<file path="src/rtl/alu_unit_if.sv">
// ---------------------------------------------------------------------------
// alu_unit_if
// Operand / result bundle between the register file and the ALU.
//   DATA1  : operand A (register-file OUT1)
//   DATA2  : operand B or shift amount (register-file OUT2)
//   SELECT : opcode
//   START  : operation request
//   RESULT : registered result (register-file IN)
//   ZERO   : RESULT == 0, registered with RESULT
//   BUSY   : operation in progress
//   DONE   : one-cycle completion pulse
//   WRITE  : register-file write enable, coincident with DONE
// master = requester (register file / sequencer), slave = ALU.
// ---------------------------------------------------------------------------
interface alu_unit_if #(
    parameter int WIDTH = 8
);
    logic [WIDTH-1:0] DATA1;
    logic [WIDTH-1:0] DATA2;
    logic [2:0]       SELECT;
    logic             START;
    logic [WIDTH-1:0] RESULT;
    logic             ZERO;
    logic             BUSY;
    logic             DONE;
    logic             WRITE;

    modport master (
        output DATA1, DATA2, SELECT, START,
        input  RESULT, ZERO, BUSY, DONE, WRITE
    );

    modport slave (
        input  DATA1, DATA2, SELECT, START,
        output RESULT, ZERO, BUSY, DONE, WRITE
    );
endinterface

</file>
<file path="src/rtl/alu_unit.sv">
// ---------------------------------------------------------------------------
// alu_unit
// Multi-cycle 8-bit ALU with an IDLE/EXEC/FIN sequencer.
//   CLOCK : single clock, rising edge
//   RESET : synchronous, active-high
//   bus   : alu_unit_if.slave (operands, opcode, START in; RESULT, ZERO,
//           BUSY, DONE, WRITE out)
// Opcodes: 000 FWD, 001 ADD, 010 AND, 011 OR, 100 MUL (shift-add, 8 cycles),
//          101 LSL, 110 SRA, 111 ROR (one bit position per EXEC cycle).
// Latency from the accepting edge t: logic ops t+1, MUL t+9, shifts t+1+k.
// ---------------------------------------------------------------------------
module alu_unit #(
    parameter int WIDTH = 8
) (
    input  logic       CLOCK,
    input  logic       RESET,
    alu_unit_if.slave  bus
);
    localparam logic [2:0] OP_FWD = 3'b000;
    localparam logic [2:0] OP_ADD = 3'b001;
    localparam logic [2:0] OP_AND = 3'b010;
    localparam logic [2:0] OP_OR  = 3'b011;
    localparam logic [2:0] OP_MUL = 3'b100;
    localparam logic [2:0] OP_LSL = 3'b101;
    localparam logic [2:0] OP_SRA = 3'b110;
    localparam logic [2:0] OP_ROR = 3'b111;

    typedef enum logic [1:0] {
        IDLE = 2'b00,
        EXEC = 2'b01,
        FIN  = 2'b10
    } state_t;

    state_t           state_reg;
    logic [2:0]       op_reg;
    logic [3:0]       cnt_reg;       // remaining EXEC iterations
    logic [WIDTH-1:0] acc_reg;       // working value / product accumulator
    logic [WIDTH-1:0] mcand_reg;     // multiplicand, shifted left each step
    logic [WIDTH-1:0] mplier_reg;    // multiplier, shifted right each step

    logic [WIDTH-1:0] result_reg;
    logic             zero_reg;
    logic             busy_reg;
    logic             done_reg;
    logic             write_reg;

    logic [WIDTH-1:0] quick_next;    // single-cycle result from live operands
    logic [WIDTH-1:0] acc_next;      // one EXEC iteration applied to acc_reg

    always_comb begin
        quick_next = bus.DATA2;
        unique case (bus.SELECT)
            OP_ADD:  quick_next = bus.DATA1 + bus.DATA2;
            OP_AND:  quick_next = bus.DATA1 & bus.DATA2;
            OP_OR:   quick_next = bus.DATA1 | bus.DATA2;
            default: quick_next = bus.DATA2;
        endcase
    end

    always_comb begin
        acc_next = acc_reg;
        unique case (op_reg)
            OP_MUL:  acc_next = acc_reg + (mplier_reg[0] ? mcand_reg : '0);
            OP_LSL:  acc_next = {acc_reg[WIDTH-2:0], 1'b0};
            OP_SRA:  acc_next = {acc_reg[WIDTH-1], acc_reg[WIDTH-1:1]};
            OP_ROR:  acc_next = {acc_reg[0], acc_reg[WIDTH-1:1]};
            default: acc_next = acc_reg;
        endcase
    end

    always_ff @(posedge CLOCK) begin
        if (RESET) begin
            state_reg  <= IDLE;
            op_reg     <= OP_FWD;
            cnt_reg    <= '0;
            acc_reg    <= '0;
            mcand_reg  <= '0;
            mplier_reg <= '0;
            result_reg <= '0;
            zero_reg   <= 1'b0;
            busy_reg   <= 1'b0;
            done_reg   <= 1'b0;
            write_reg  <= 1'b0;
        end else begin
            done_reg  <= 1'b0;
            write_reg <= 1'b0;
            // BUSY trails the state by one edge so it also covers the
            // cycle in which DONE is presented.
            busy_reg  <= (state_reg != IDLE);

            unique case (state_reg)
                IDLE: begin
                    if (bus.START) begin
                        op_reg <= bus.SELECT;
                        unique case (bus.SELECT)
                            OP_MUL: begin
                                acc_reg    <= '0;
                                mcand_reg  <= bus.DATA1;
                                mplier_reg <= bus.DATA2;
                                cnt_reg    <= 4'd8;
                                state_reg  <= EXEC;
                            end
                            OP_LSL, OP_SRA, OP_ROR: begin
                                acc_reg <= bus.DATA1;
                                cnt_reg <= {1'b0, bus.DATA2[2:0]};
                                // A zero shift amount has nothing to iterate.
                                state_reg <= (bus.DATA2[2:0] == 3'd0) ? FIN : EXEC;
                            end
                            default: begin
                                acc_reg   <= quick_next;
                                state_reg <= FIN;
                            end
                        endcase
                    end
                end

                EXEC: begin
                    acc_reg    <= acc_next;
                    mcand_reg  <= {mcand_reg[WIDTH-2:0], 1'b0};
                    mplier_reg <= {1'b0, mplier_reg[WIDTH-1:1]};
                    cnt_reg    <= cnt_reg - 4'd1;
                    if (cnt_reg == 4'd1) begin
                        state_reg <= FIN;
                    end
                end

                FIN: begin
                    // Only completed values ever reach RESULT.
                    result_reg <= acc_reg;
                    zero_reg   <= (acc_reg == '0);
                    done_reg   <= 1'b1;
                    write_reg  <= 1'b1;
                    state_reg  <= IDLE;
                end

                default: state_reg <= IDLE;
            endcase
        end
    end

    assign bus.RESULT = result_reg;
    assign bus.ZERO   = zero_reg;
    assign bus.BUSY   = busy_reg;
    assign bus.DONE   = done_reg;
    assign bus.WRITE  = write_reg;

endmodule

</file>
<file path="src/flat_wrapper.sv">
// flat-port wrapper written by rule: the top's interface ports become plain ports
module alu_unit_flat 
#(
    parameter int WIDTH = 8
)
  (CLOCK, RESET, bus_DATA1, bus_DATA2, bus_SELECT, bus_START, bus_RESULT, bus_ZERO, bus_BUSY, bus_DONE, bus_WRITE);
  alu_unit_if #(.WIDTH(WIDTH)) bus_i ();
  input  logic CLOCK;
  input  logic RESET;
  input wire logic [$bits(bus_i.DATA1)-1:0] bus_DATA1;
  input wire logic [$bits(bus_i.DATA2)-1:0] bus_DATA2;
  input wire logic [$bits(bus_i.SELECT)-1:0] bus_SELECT;
  input wire logic [$bits(bus_i.START)-1:0] bus_START;
  output wire logic [$bits(bus_i.RESULT)-1:0] bus_RESULT;
  output wire logic [$bits(bus_i.ZERO)-1:0] bus_ZERO;
  output wire logic [$bits(bus_i.BUSY)-1:0] bus_BUSY;
  output wire logic [$bits(bus_i.DONE)-1:0] bus_DONE;
  output wire logic [$bits(bus_i.WRITE)-1:0] bus_WRITE;
  assign bus_i.DATA1 = bus_DATA1;
  assign bus_i.DATA2 = bus_DATA2;
  assign bus_i.SELECT = bus_SELECT;
  assign bus_i.START = bus_START;
  assign bus_RESULT = bus_i.RESULT;
  assign bus_ZERO = bus_i.ZERO;
  assign bus_BUSY = bus_i.BUSY;
  assign bus_DONE = bus_i.DONE;
  assign bus_WRITE = bus_i.WRITE;
  alu_unit #(.WIDTH(WIDTH)) u_core (.CLOCK(CLOCK), .RESET(RESET), .bus(bus_i));
endmodule
</file>
<file path="config.mk">
export PLATFORM = sky130hd
export DESIGN_NAME = alu_unit_flat
export DESIGN_NICKNAME = d
export VERILOG_FILES = /design/src/rtl/alu_unit_if.sv /design/src/rtl/alu_unit.sv /design/src/flat_wrapper.sv
export SDC_FILE = /design/constraint.sdc
export NUM_CORES = 1
export LEC_CHECK = 0
export CORE_MARGIN = 2
export CORE_UTILIZATION = 40
export CTS_BUF_LIST = sky130_fd_sc_hd__clkbuf_4 sky130_fd_sc_hd__clkbuf_8
export DETAILED_ROUTE_END_ITERATION = 6
export GPL_ROUTABILITY_DRIVEN = 0
export PLACE_DENSITY_LB_ADDON = 0.25
export RECOVER_POWER = 25
export SLEW_MARGIN = 0
export SYNTH_ARGS = -nofsm -noshare
export SYNTH_HDL_FRONTEND = slang
export SYNTH_SLANG_ARGS = --single-unit
</file>
<file path="constraint.sdc">
create_clock -name CLOCK -period 3.2 [get_ports CLOCK]
set_clock_uncertainty 0.2 [all_clocks]
set_input_delay 0.96 -clock CLOCK [delete_from_list [all_inputs] [get_ports CLOCK]]
set_output_delay 0.96 -clock CLOCK [all_outputs]
set_load 0.02 [all_outputs]
</file>
==> results_dict.tcl, run 1 <==
set metrics [dict create \
    status "completed" \
    r2r_end "u_core.acc_reg[6]" \
    min_path_type "register to register" \
    peakVddDrop_uv 182 \
    path_clk_slew_ns 0.08 \
    synth_cell_type_count 54 \
    crit_path_end_kind "register" \
    mappedNetlistNets 481 \
    tns_ns 0 \
    wl_um 9000 \
    crit_type "input port to register" \
    dieWidth_um 93.6 \
    grt_pass1_wl_um 15000 \
    clock_path_buffers 2 \
    finalMaxSlewViolations 0 \
    die_area_um2 8760 \
    grt_pass1_vias 3062 \
    cts.sinks 44 \
    fin_nets 530 \
    synth_seq_area_share_pct 27.4 \
    synth_cells 432 \
    drc_errors 0 \
    grt_usage_pct 21.7 \
    rows 32 \
    synth_area_leader_cell "dfxtp_1" \
    cts_tree "built" \
    worstPathRequired_ns 3.22 \
    fmax_ghz 0.329 \
    critPathLaunchType "input port" \
    async_reset_ff_share_pct 0 \
    cts_hold_buf 0 \
    hold_slack_ns 0.257 \
    holdPathEnd "u_core.bus.RESULT[4]" \
    clk_latency_ns 0.30 \
    final_hold_viol_count 0 \
    die_y_um 93.6 \
    ff2ff_path_depth 10 \
    port_buffers 33 \
    num_antenna_cells 0 \
    grt_max_degree 45 \
    fillers 801 \
    antenna_left 0 \
    power_density_nw_per_um2 368 \
    placed_cells_incl_taps 576 \
    drive_above_1_share_pct 11.6 \
    post_cts_buffers 0 \
    finalSetupViolCount 0 \
    viasPerCell 5.57 \
    syn_area_um2 3210 \
    wl_per_cell_um 15.4 \
    root_buffer "clkbuf_8" \
    num_vias 3250 \
    rrSetupSlack_ns 0.56 \
    synth_top_area_share_pct 27.4 \
    syn_to_final_growth_pct 21.8 \
    yosys-top-cells-count "73 x nand2_1, 44 x dfxtp_1, 44 x nor2_1" \
    rsz0062_at_grt "no" \
    worstPathArrival_ns 3.06 \
    period_needed_ns 3.04 \
    hold_path_depth 2 \
    htreeDepth 2 \
    rr_startpoint "u_core.mplier_reg[0]" \
    fin_crit_sh_pct 94.9 \
    grt_antenna_before_repair 0 \
    syn_avg_cell_area_um2 7.43 \
    grt_overflow 0 \
    cts_buffers 5 \
    hpwl_um 6900 \
    synth_edf_count 0 \
    ys_seq_elements 44 \
    ys.flop_type "dfxtp_1" \
    yosysMostFrequentCell "nand2_1" \
    worstMarginPinSlew_ns 0.518 \
    leakagePower_nw 1.57 \
    core_um2 7770 \
    cp_max_fo 4 \
    ys_top_cells_by_area "dfxtp_1 27%, ha_1 9.7%, nand2_1 8.5%" \
    max-cap-violations 0 \
    fin_cells 584 \
    initial_core_util_pct 41.3 \
    first_pass_iters 4 \
    initialDrtViolationCount 203 \
    io_pins 34 \
    yosys_warnings 0 \
    min_from "u_core.bus.RESULT[4]" \
    slew-limit-headroom_pct 65.0 \
]
-- stage by stage --
step / power, W / util, % / instance area, µm² / setup WS (ns)
after global placement: 0.00108 / 49.2 / 3820 / -0.231
final: 0.00144 / 50.3 / 3910 / 0.162
after global routing: 0.00153 / 50.3 / 3910 / 0.0272
after CTS: 0.00145 / 50.3 / 3910 / 0.0419
after detailed placement: 0.00110 / 49.2 / 3820 / -0.256
after floorplan: 0.000929 / - / 3210 / 0.320
-- final cells by class --
| cell class | count | area [µm²] | share of cell area [%] |
|---|---|---|---|
| clock buffers | 5 | 68.8 | 1.76 |
| multi-input cells | 328 | 2080 | 53.2 |
| repair buffers | 71 | 616 | 15.7 |
| clock inverters | 3 | 18.8 | 0.480 |
| well taps | 102 | 128 | 3.27 |
| flip-flops and latches | 44 | 881 | 22.5 |
| inverters | 31 | 116 | 2.98 |
-- repair_timing --
action,4_1_cts,5_1_grt
resized for setup,0,1
endpoints found under the setup margin,0,2
endpoints found under the hold margin,0,0
-- kinds of logic after synthesis --
family	Yosys count	synth area share, %
buffers and inverters	60	7.80
adder cells (fa/ha/maj)	27	11.0
multiplexers	8	3.27
flip-flops	44	27.4
AO/OA/AOI/OAI	127	27.1
XOR/XNOR	8	2.18
AND/OR/NAND/NOR	158	21.2
-- how the worst max path moves through the flow --
| stage | cells past startpoint | start | to |
|---|---|---|---|
| finish | 8 | bus_DATA2[1] | u_core.acc_reg[3] |
| global route | 8 | bus_DATA2[1] | u_core.acc_reg[3] |
| CTS | 9 | bus_DATA2[0] | u_core.acc_reg[4] |
| detailed placement | 9 | bus_DATA2[0] | u_core.acc_reg[4] |
| global placement | 9 | bus_DATA2[0] | u_core.acc_reg[4] |
| floorplan | 8 | bus_DATA2[0] | u_core.acc_reg[4] |
-- worst max-delay path, cell delays in order --
cell and delay [ns]:
clkdlybuf4s50_1 0.57, inv_1 0.07, ha_1 0.30, a211oi_1 0.22
nor2_1 0.09, o31a_1 0.29, a2111o_1 0.37, a211oi_1 0.19
-- cell usage in the layout (no fill, tap or decap), types with 3 or more instances in the layout --
master	n
a211oi_1	7
a21oi_1	38
a221oi_1	3
a311oi_1	16
a31oi_1	7
and2_1	6
buf_4	38
clkbuf_8	5
clkdlybuf4s50_1	32
dfxtp_1	44
ha_1	25
inv_1	29
mux2i_1	6
nand2_1	73
nand2b_1	7
nand3_1	9
nor2_1	44
nor2b_1	4
nor3_1	4
nor4_1	6
o21a_1	5
o21ai_0	12
o21ai_1	6
o22a_1	3
o22ai_1	5
xnor2_1	6
-- per-layer routing --
layer	vias to the layer above	wire [µm]	global-route usage, %
li1	1622	-	-
met1	1496	4120	29.7
met2	115	4070	34.8
met3	17	533	3.14
met4	0	282	7.61
met5	-	0	0
-- where the power goes --
| part | leakage [nW] | switching, W | total (W) | internal (W) |
|---|---|---|---|---|
| combinational | 1.16 | 0.000237 | 0.000440 | 0.000203 |
| sequential | 0.359 | 0.0000582 | 0.000647 | 0.000589 |
| clock | 0.0479 | 0.000200 | 0.000352 | 0.000152 |
| total | 1.57 | 0.000495 | 0.00144 | 0.000945 |
Note: power is estimated with default switching activity, not from simulation.
==> run 2: changes to the inputs <==
Settings changed: CAP_MARGIN set to 20.
==> results of run 2 <==
The final DEF is identical to that of run 1; final timing and power are the same.
==> run 3: changes to the inputs <==
Settings changed: SKIP_LAST_GASP set to 1.
==> results of run 3 <==
The final DEF is identical to that of run 1; final timing and power are the same.
